File: src/rtl/lc3_writeback_arbiter.sv
// LC3 writeback stage: owns the 8x16 register file, arbitrates ALU/load writebacks,
// drives VSR1/VSR2 reads and PSR condition codes. Define WB_BYPASS_EN for write-to-read bypass.
module lc3_writeback_arbiter #(
  parameter int unsigned STARVE_LIMIT = 3
) (
  input  logic        clock,
  input  logic        reset,
  input  logic        alu_wb_valid,
  output logic        alu_wb_ready,
  input  logic [2:0]  alu_wb_dr,
  input  logic [15:0] alu_wb_data,
  input  logic        alu_wb_set_cc,
  input  logic        mem_wb_valid,
  output logic        mem_wb_ready,
  input  logic [2:0]  mem_wb_dr,
  input  logic [15:0] mem_wb_data,
  input  logic [2:0]  sr1,
  input  logic [2:0]  sr2,
  output logic        enable_writeback,
  output logic [15:0] VSR1,
  output logic [15:0] VSR2,
  output logic [2:0]  psr
);

  localparam int unsigned DW   = 16;
  localparam int unsigned AW   = 3;
  localparam int unsigned NREG = 8;
  localparam int unsigned WCW  = (STARVE_LIMIT == 0) ? 1 : $clog2(STARVE_LIMIT + 1);
  localparam logic [WCW-1:0] WAIT_MAX = WCW'(STARVE_LIMIT);
  localparam logic [2:0] PSR_RESET = 3'b010;

  logic [DW-1:0]  rf_q [NREG];
  logic [WCW-1:0] wait_q, wait_d;
  logic [2:0]     psr_q, psr_d;
  logic [DW-1:0]  vsr1_q, vsr1_d;
  logic [DW-1:0]  vsr2_q, vsr2_d;
  logic           wb_en_q;

  logic           wr_en_c;
  logic [AW-1:0]  wr_dr_c;
  logic [DW-1:0]  wr_data_c;
  logic           wr_cc_c;

  // Grant: mem wins contention until the ALU has lost STARVE_LIMIT times in a row.
  always_comb begin
    alu_wb_ready = 1'b0;
    mem_wb_ready = 1'b0;
    if (!reset) begin
      if (alu_wb_valid && mem_wb_valid) begin
        if (wait_q == WAIT_MAX) begin
          alu_wb_ready = 1'b1;
        end else begin
          mem_wb_ready = 1'b1;
        end
      end else begin
        alu_wb_ready = alu_wb_valid;
        mem_wb_ready = mem_wb_valid;
      end
    end
  end

  // Select the winning write and whether it touches the condition codes.
  always_comb begin
    wr_en_c   = 1'b0;
    wr_dr_c   = '0;
    wr_data_c = '0;
    wr_cc_c   = 1'b0;
    if (alu_wb_valid && alu_wb_ready) begin
      wr_en_c   = 1'b1;
      wr_dr_c   = alu_wb_dr;
      wr_data_c = alu_wb_data;
      wr_cc_c   = alu_wb_set_cc;
    end else if (mem_wb_valid && mem_wb_ready) begin
      wr_en_c   = 1'b1;
      wr_dr_c   = mem_wb_dr;
      wr_data_c = mem_wb_data;
      wr_cc_c   = 1'b1;
    end
  end

  // Starvation counter: counts consecutive cycles the ALU waits.
  always_comb begin
    wait_d = wait_q;
    if (!alu_wb_valid || alu_wb_ready) begin
      wait_d = '0;
    end else if (wait_q != WAIT_MAX) begin
      wait_d = wait_q + WCW'(1);
    end
  end

  always_comb begin
    psr_d = psr_q;
    if (wr_en_c && wr_cc_c) begin
      psr_d = {wr_data_c[DW-1], wr_data_c == '0, !wr_data_c[DW-1] && (wr_data_c != '0)};
    end
  end

  always_comb begin
    vsr1_d = rf_q[sr1];
    vsr2_d = rf_q[sr2];
`ifdef WB_BYPASS_EN
    if (wr_en_c && (wr_dr_c == sr1)) begin
      vsr1_d = wr_data_c;
    end
    if (wr_en_c && (wr_dr_c == sr2)) begin
      vsr2_d = wr_data_c;
    end
`endif
  end

  always_ff @(posedge clock) begin
    if (reset) begin
      for (int unsigned i = 0; i < NREG; i++) begin
        rf_q[i] <= '0;
      end
      wait_q  <= '0;
      psr_q   <= PSR_RESET;
      vsr1_q  <= '0;
      vsr2_q  <= '0;
      wb_en_q <= 1'b0;
    end else begin
      if (wr_en_c) begin
        rf_q[wr_dr_c] <= wr_data_c;
      end
      wait_q  <= wait_d;
      psr_q   <= psr_d;
      vsr1_q  <= vsr1_d;
      vsr2_q  <= vsr2_d;
      wb_en_q <= wr_en_c;
    end
  end

  assign enable_writeback = wb_en_q;
  assign VSR1             = vsr1_q;
  assign VSR2             = vsr2_q;
  assign psr              = psr_q;

endmodule

File: config.mk
export PLATFORM = sky130hd
export DESIGN_NAME = lc3_writeback_arbiter
export DESIGN_NICKNAME = d
export VERILOG_FILES = /design/src/rtl/lc3_writeback_arbiter.sv
export SDC_FILE = /design/constraint.sdc
export NUM_CORES = 1
export LEC_CHECK = 0
export ABC_CLOCK_PERIOD_IN_PS = 5400
export CORE_UTILIZATION = 48
export CTS_BUF_LIST = sky130_fd_sc_hd__clkbuf_2
export CTS_CLUSTER_DIAMETER = 40
export CTS_CLUSTER_SIZE = 14
export DETAILED_ROUTE_END_ITERATION = 6
export PLACE_DENSITY = 0.71
export SETUP_SLACK_MARGIN = 0.1
export SYNTH_ARGS = -nofsm -noshare
export SYNTH_HDL_FRONTEND = slang
export SYNTH_SLANG_ARGS = --single-unit
File: constraint.sdc
create_clock -name clock -period 5.4 [get_ports clock]
set_clock_uncertainty 0.05 [all_clocks]
set_input_delay 1.08 -clock clock [delete_from_list [all_inputs] [get_ports clock]]
set_output_delay 1.08 -clock clock [all_outputs]
set_load 0.02 [all_outputs]
---- Word level (Yosys, flattened, before mapping) ----
Memories as Yosys holds them, arrays and structs flattened. A register that Yosys moved wholly into a read port is not among the register bits.
Cells that the tools add are included.
word-level totals
  register bits ........................... 6
  bits in writable memories ............... 128
  input port bits ......................... 49
  word-level logic and storage cells ...... 40
  memories ................................ 1
memory list
  memory  depth  width  read ports  clocked after memory_dff  wr ports  RTL line  RTL
  rf_q    8      16     2           2                         8         32        logic [DW-1:0] rf_q [NREG];
cells by class
  add/sub/neg operators ................... 1
  equal/unequal tests ..................... 2
  muxes and demuxes ....................... 21
  reductions and logical operators ........ 12
operators by type and width
  kind                                                            count
  16-bit two-way mux                                              3
  16-bit logical NOT                                              1
  16-bit nonzero test                                             1
  16-bit OR reduction                                             1
  1-bit two-way mux                                               15
  3-bit two-way mux                                               3
  1-bit logical AND                                               5
  2-bit by 1-bit adder with 2-bit output (second input constant)  1
  2-bit == test (second input constant)                           1
  1-bit logical NOT                                               2
  2-bit != test (second input constant)                           1
  2-bit OR reduction                                              1
  1-bit logical OR                                                1

---- Logic depth before layout (Yosys ltp) ----
Gate-level depths: netlist (run 1).
  depth after elaboration ................. 12
  depth in mapped cells ................... 7
  mapped depth without buffers ............ 5

---- Least setup slack after synthesis (run 1) ----
OpenSTA, ideal clock, no wires.
  kind .................................... in2reg
  start point ............................. input port reset
  end point ............................... memory rf_q[0][0] (enable)
  data arrival time ....................... 2.824 ns
  data required time ...................... 4.958 ns
  path slack .............................. 2.133 ns
  stages on the path ...................... 6
  path buffers ............................ 2
  path through ............................ nand2b_1 -> buf_2 -> nor3_1 -> a21oi_2 -> buf_6 -> o21bai_1
RTL lines
  item             RTL line  RTL
  start, declared  7         input logic reset,
  end, declared    32

---- Final worst setup path (run 1) ----
  start point ............................. input port alu_wb_valid
  end point ............................... output port alu_wb_ready
between the ends
  longest elaborated chain between the ends .. 3
ends and longest elaborated chain
  item                 RTL line  RTL
  start, declared      8         input logic alu_wb_valid,
  1-bit logical AND    49        if (alu_wb_valid && mem_wb_valid) begin
  1-bit two-way mux *  49
  1-bit two-way mux *  48        if (!reset) begin
  end, declared        9         output logic alu_wb_ready,
Mark *: on every way between the ends. The rest lies on a longest branch, timed or not.

==> reports/metrics.json, run 1 <==
{
  "post_cts.resized_instances": {"value": 0},
  "grt_overflow": {"value": 0},
  "multi_input_gate_area": {"value": 3290, "unit": "um2"},
  "design_power_total": {"value": 2.59, "unit": "mW"},
  "layout-drive-gt1-share": {"value": 26.5, "unit": "%"},
  "timing.hold.worst.class": {"value": "register to register"},
  "critical_path_peak_fanout": {"value": 19},
  "worst_skew_pair.late_latency": {"value": 0.72, "unit": "ns"},
  "power.share.switching": {"value": 25.0, "unit": "%"},
  "cts_max_path_buffers": {"value": 2},
  "layout_common_cells": {"value": "edfxtp_1 (128), nor2_1 (120), clkdlybuf4s50_1 (84)"},
  "synth_edf_count": {"value": 128},
  "detailroute.via_count": {"value": 5070},
  "pwr_density_cell": {"value": 274, "unit": "nW/um2"},
  "cp-end-kind": {"value": "output port"},
  "route.detailed.vias_per_inst": {"value": 5.85},
  "grt_pass1_wl": {"value": 28700, "unit": "um"},
  "post_cts_buffers": {"value": 0},
  "seq_power_share": {"value": 56.3, "unit": "%"},
  "floorplan.die_area": {"value": 17500, "unit": "um2"},
  "slew_headroom": {"value": 21.9, "unit": "%"},
  "worstPathRequired": {"value": 4.27, "unit": "ns"},
  "critical_path_launch_point_type": {"value": "input pin"},
  "post_synth_instance_area": {"value": 8130, "unit": "um2"},
  "async_reset_ff_share": {"value": 0, "unit": "%"},
  "power.switching": {"value": 0.647, "unit": "mW"},
  "timing.final.max_slew_violations": {"value": 0},
  "share_comb_of_total_power": {"value": 14.0, "unit": "%"},
  "cts_tree": {"value": "done"},
  "chipHeight": {"value": 132, "unit": "um"},
  "synth-main-ff-cell": {"value": "edfxtp_1"},
  "ys_seq_area_share": {"value": 56.7, "unit": "%"},
  "initial_utilization": {"value": 49.0, "unit": "%"},
  "root_buffer": {"value": "clkbuf_2"},
  "average_cell_area_after_synthesis": {"value": 14.7, "unit": "um2"},
  "seq_area": {"value": 4600, "unit": "um2"},
  "remaining_drc_errors": {"value": 0},
  "setup_violations": {"value": 0},
  "yosys_reg_bits": {"value": 166},
  "sum_of_negative_setup_slack": {"value": 0, "unit": "ns"},
  "number_of_library_cell_types_mapped_by_synthesis": {"value": 47},
  "drt_pass1_iterations": {"value": 5},
  "cts-hold-fix-buffers": {"value": 0},
  "io_pins": {"value": 87},
  "worstRegToRegCells": {"value": 6},
  "report.final.hold_viol_count": {"value": 0},
  "routed_wire_length_per_instance": {"value": 20.9, "unit": "um"},
  "io_buffer_count": {"value": 86},
  "dp_hpwl": {"value": 12500, "unit": "um"},
  "finalWirelength": {"value": 18100, "unit": "um"},
  "cts.clk_slew.worst_paths": {"value": 0.22, "unit": "ns"},
  "finalWeightedCongestion": {"value": 0.844},
  "finalCritPeriodShare": {"value": 83.3, "unit": "%"},
  "antenna_found_initial": {"value": 0},
  "yosys_warnings": {"value": 0},
  "grt_start_max_net_pins": {"value": 49},
  "drv_cap": {"value": 0},
  "tritoncts.num_buffers": {"value": 17},
  "grt_util_all_layers": {"value": 22.2, "unit": "%"},
  "core_region_area": {"value": 16600, "unit": "um2"},
  "cell_internal_pwr": {"value": 1.94, "unit": "mW"},
  "outcome": {"value": "finished clean"},
  "min_period": {"value": 4.50, "unit": "ns"},
  "final_nets": {"value": 684},
  "achievable-frequency": {"value": 222, "unit": "MHz"},
  "nFillCells": {"value": 1340},
  "hold_depth": {"value": 1},
  "p_leak": {"value": 3.25, "unit": "nW"},
  "dr.first_iter.drc_count": {"value": 477},
  "cts_sinks": {"value": 166},
  "share_clk_of_total_power": {"value": 29.7, "unit": "%"},
  "rows": {"value": 47},
  "postRouteAntennaNets": {"value": 0},
  "synth_nets": {"value": 603},
  "n_antenna_cell": {"value": 0},
  "grt_setup_unrepaired": {"value": "no"},
  "grt_pass1_vias": {"value": 5210},
  "synth_cells": {"value": 552},
  "max-vdd-ir-drop": {"value": 0.157, "unit": "mV"},
  "htree_num_levels": {"value": 4},
  "syn2layout_area_growth": {"value": 16.1, "unit": "%"},
  "worstSetupPathType": {"value": "input pin to output port"},
  "layout_commonest_cell": {"value": "edfxtp_1"},
  "tightest_slew": {"value": 1.17, "unit": "ns"},
  "critical_path_arrival": {"value": 3.37, "unit": "ns"},
  "floorplan.die.width": {"value": 132, "unit": "um"}
}
[cells in the mapped netlist (5+ instances only)]
cell type / n / share of area, %
edfxtp_1: 128 / 47
nor2_1: 120 / 5.5
mux4_2: 64 / 18
dfxtp_1: 38 / 9.4
mux2i_1: 32 / 3.9
nor3_1: 21 / 1.3
nor3_2: 17 / 2.1
buf_2: 15 / 0.92
clkbuf_1: 13 / 0.60
a22oi_2: 11 / 1.7
nor2_2: 11 / 0.85
nand2b_1: 9 / 0.69
nor4_1: 8 / 0.62
a22oi_1: 7 / 0.65
buf_6: 7 / 0.97
nor4_2: 6 / 0.92
inv_1: 5 / 0.23
o22ai_2: 5 / 0.77
[worst max-delay path, cell delays in order]
cell and delay [ns]:
clkdlybuf4s50_1 0.60, nand2b_4 0.18, nor2_2 0.74, clkdlybuf4s50_1 0.75
[stage by stage]
stage / util [%] / hold WS, ns / std cells / instance area, um2 / setup WS, ns
6_report: 56.9 / 0.438 / 866 / 9430 / 0.900
5_1_grt: 56.9 / 0.473 / 866 / 9430 / 0.777
4_1_cts: 56.9 / 0.442 / 866 / 9430 / 0.909
3_5_place_dp: 55.1 / 0.417 / 834 / 9140 / 0.914
3_3_place_gp: 55.1 / 0.403 / 834 / 9140 / 0.984
2_1_floorplan: - / 0.385 / 552 / 8130 / 2.13
[cell families after synthesis]
family                   Yosys count  synth area share (%)
adder cells (fa/ha/maj)            2                 0.308
AND/OR/NAND/NOR                  204                  13.4
buffers and inverters             43                  2.91
AO/OA/AOI/OAI                     40                  4.93
flip-flops                       166                  56.7
multiplexers                      97                  21.8
[registers in the layout (all words and copies together), names as in the netlist]
register,cells
VSR2,16
wait_q,2
psr,3
rf_q,128
enable_writeback,1
VSR1,16
[path summary, 6_finish.rpt]
check,endpoint,from,slack (ns)
worst min register to register,wait_q[0],wait_q[0],0.44
worst max-delay path,alu_wb_ready,alu_wb_valid,0.90
worst min-delay path,wait_q[0],wait_q[0],0.44
worst max register to register,rf_q[2][5],wait_q[0],2.56
[power by group through the flow]
| stage | Combinational (mW) | Clock [mW] | Sequential [mW] |
|---|---|---|---|
| finish | 0.363 | 0.767 | 1.46 |
| global route | 0.388 | 0.826 | 1.46 |
| CTS | 0.365 | 0.776 | 1.46 |
| detailed placement | 0.364 | 0 | 1.48 |
| global placement | 0.358 | 0 | 1.48 |
| floorplan | 0.204 | 0 | 1.50 |
[final cells by class]
cell class                      instances  area share, %
Tap cell                              220           2.92
Inverter                                5          0.199
Clock inverter                         15           2.20
Clock buffer                           17          0.902
Timing Repair Buffer                  100           10.1
Multi-Input combinational cell        343           34.8
Sequential cell                       166           48.8
[routing by layer]
metal | routed length (um) | vias up | global-route usage [%]
li1 | - | 2307 | -
met1 | 7680 | 2526 | 29.6
met2 | 8820 | 207 | 36.0
met3 | 1330 | 30 | 4.73
met4 | 293 | 0 | 8.14
met5 | 0 | - | 0
No activity file was read; power rests on OpenSTA's default activity.
==> run 2: changes to the inputs <==
Settings changed: ABC_CLOCK_PERIOD_IN_PS 5400 to 3600, PLACE_DENSITY 0.71 to 0.74.
Clock period 5.4 ns to 3.6 ns, I/O delays scaled along.
==> reports/metrics.json, run 2 (synthesized netlist as in run 1, its figures left out) <==
{
  "timing.final.max_slew_violations": {"value": 0, "change": "unchanged"},
  "rows": {"value": 47, "change": "unchanged"},
  "finalWirelength": {"value": 19100, "unit": "um", "change": "+5.5%"},
  "max-vdd-ir-drop": {"value": 0.183, "unit": "mV", "change": "+16%"},
  "setup_violations": {"value": 0, "change": "unchanged"},
  "tritoncts.num_buffers": {"value": 17, "change": "unchanged"},
  "syn2layout_area_growth": {"value": 17.3, "unit": "%"},
  "layout-drive-gt1-share": {"value": 28.7, "unit": "%", "change": "+2.2 points"},
  "io_pins": {"value": 87, "change": "unchanged"},
  "p_leak": {"value": 3.34, "unit": "nW", "change": "+2.5%"},
  "critical_path_peak_fanout": {"value": 12, "change": "-7"},
  "antenna_found_initial": {"value": 1, "change": "+1"},
  "timing.hold.worst.class": {"value": "register to register"},
  "postRouteAntennaNets": {"value": 0, "change": "unchanged"},
  "root_buffer": {"value": "clkbuf_2"},
  "detailroute.via_count": {"value": 5260, "change": "+3.7%"},
  "drt_pass1_iterations": {"value": 5, "change": "unchanged"},
  "reg2reg_from": {"value": "wait_q[0]"},
  "grt_start_max_net_pins": {"value": 48, "change": "-2.0%"},
  "finalCritPeriodShare": {"value": 88.3, "unit": "%"},
  "use_met1": {"value": 29.0, "unit": "%", "change": "-0.61 points"},
  "floorplan.die_area": {"value": 17500, "unit": "um2", "change": "unchanged"},
  "layout_common_cells": {"value": "edfxtp_1 (128), nor2_1 (120), clkdlybuf4s50_1 (84)"},
  "largest_register": {"value": "rf_q"},
  "initial_utilization": {"value": 49.0, "unit": "%", "change": "unchanged"},
  "io_buffer_count": {"value": 86, "change": "unchanged"},
  "grt_use_met2": {"value": 38.8, "unit": "%", "change": "+2.8 points"},
  "sum_of_negative_setup_slack": {"value": 0, "unit": "ns", "change": "unchanged"},
  "dp_hpwl": {"value": 13200, "unit": "um", "change": "+5.3%"},
  "grt_util_all_layers": {"value": 23.3, "unit": "%", "change": "+1.1 points"},
  "worst_hold_startpoint": {"value": "wait_q[0]"},
  "critical_path_launch_point_type": {"value": "register"},
  "cts-hold-fix-buffers": {"value": 0, "change": "unchanged"},
  "remaining_drc_errors": {"value": 0, "change": "unchanged"},
  "achievable-frequency": {"value": 315, "unit": "MHz"},
  "routed_wire_length_per_instance": {"value": 21.6, "unit": "um", "change": "+3.3%"},
  "final_nets": {"value": 701, "change": "+2.5%"},
  "dr.first_iter.drc_count": {"value": 567, "change": "+19%"},
  "layout_commonest_cell": {"value": "edfxtp_1"},
  "cts.clk_slew.worst_paths": {"value": 0.22, "unit": "ns", "change": "about the same"},
  "worstSetupPathType": {"value": "register to output port"},
  "floorplan.die.width": {"value": 132, "unit": "um", "change": "unchanged"},
  "min_period": {"value": 3.18, "unit": "ns"},
  "cts_tree": {"value": "done"},
  "grt_pass1_wl": {"value": 29900, "unit": "um", "change": "+4.1%"},
  "critical_path_arrival": {"value": 2.41, "unit": "ns", "change": "-0.96 ns"},
  "cts_max_path_buffers": {"value": 2, "change": "unchanged"},
  "drv_cap": {"value": 0, "change": "unchanged"},
  "post_cts_buffers": {"value": 0, "change": "unchanged"},
  "worstPathRequired": {"value": 2.83, "unit": "ns", "change": "-1.44 ns"},
  "slew_headroom": {"value": 49.5, "unit": "%", "change": "+28 points"},
  "tightest_slew": {"value": 0.758, "unit": "ns", "change": "-0.414 ns"},
  "pwr_density_cell": {"value": 393, "unit": "nW/um2", "change": "+43%"},
  "chipHeight": {"value": 132, "unit": "um", "change": "unchanged"},
  "final_core_util": {"value": 57.5, "unit": "%", "change": "+0.60 points"},
  "finalWeightedCongestion": {"value": 0.846, "change": "+0.27%"},
  "route.detailed.vias_per_inst": {"value": 5.95, "change": "+1.6%"},
  "cp-end-kind": {"value": "output port"},
  "htree_num_levels": {"value": 4, "change": "unchanged"},
  "grt_setup_unrepaired": {"value": "no"},
  "largest_register_ffs": {"value": 128, "change": "unchanged"},
  "nFillCells": {"value": 1294, "change": "-3.4%"},
  "dp_worst_setup_slack": {"value": 0.451, "unit": "ns", "change": "-0.463 ns"},
  "grt.met3_usage": {"value": 5.23, "unit": "%", "change": "+0.50 points"},
  "critPathLaunch": {"value": "wait_q[0]"},
  "setup_ws": {"value": 0.421, "unit": "ns", "change": "-0.478 ns"},
  "grt-busiest-layer": {"value": "met2"},
  "core_region_area": {"value": 16600, "unit": "um2", "change": "unchanged"},
  "fin_hold_ws": {"value": 0.439, "unit": "ns", "change": "+0.000402 ns"},
  "grt_pass1_vias": {"value": 5424, "change": "+4.1%"},
  "multi_input_gate_area": {"value": 3290, "unit": "um2", "change": "unchanged"},
  "grt_overflow": {"value": 0, "change": "unchanged"},
  "outcome": {"value": "finished clean"},
  "report.final.hold_viol_count": {"value": 0, "change": "unchanged"},
  "cts_sinks": {"value": 166, "change": "unchanged"},
  "worst_skew_pair.late_latency": {"value": 0.75, "unit": "ns", "change": "+0.03 ns"},
  "seq_area": {"value": 4600, "unit": "um2", "change": "unchanged"},
  "post_cts.resized_instances": {"value": 0, "change": "unchanged"}
}
run 2: final timing paths:
| check | end | slack [ns] | cells after the start |
|---|---|---|---|
| worst max-delay path | alu_wb_ready | 0.42 | 4 |
| worst min-delay path | wait_q[0] | 0.44 | 1 |
| worst max register to register | rf_q[1][1] | 1.20 | 6 |
| worst min register to register | wait_q[0] | 0.44 | 1 |
run 2: layer usage:
layer  wire (um)  share of wire [%]
met4         688                3.6
met1        7380                 39
met3        1450                7.6
met2        9600                 50
met5           0                  0
run 2: metrics by stage:
step	cells	total power, mW	instance area, um2
6_report	884	3.75	9530
2_1_floorplan	552	2.55	8130
4_1_cts	883	3.76	9530
5_1_grt	884	3.88	9530
3_3_place_gp	851	2.77	9290
3_5_place_dp	851	2.79	9290
run 2: cell type report:
type,instances,share of cell area [%]
Antenna cell,1,0.0263
Clock inverter,12,1.43
Inverter,5,0.197
Multi-Input combinational cell,343,34.5
Timing Repair Buffer,117,11.6
Clock buffer,20,1.05
Sequential cell,166,48.3
Tap cell,220,2.89
run 2: power by group:
part	switching, mW	internal (mW)
Sequential	0.0383	2.14
Combinational	0.303	0.262
Clock	0.615	0.383
run 2: critical path, stage by stage, from the launching register on:
cell,delay [ns]
dfxtp_1,0.42
ha_1,0.23
and2b_4,0.27
nor2_2,0.13
clkdlybuf4s50_1,0.61
==> run 3: changes to the inputs <==
Settings changed: HOLD_SLACK_MARGIN from default to 0.08.
==> results of run 3 <==
The final DEF is identical to that of run 2; final timing and power are the same.
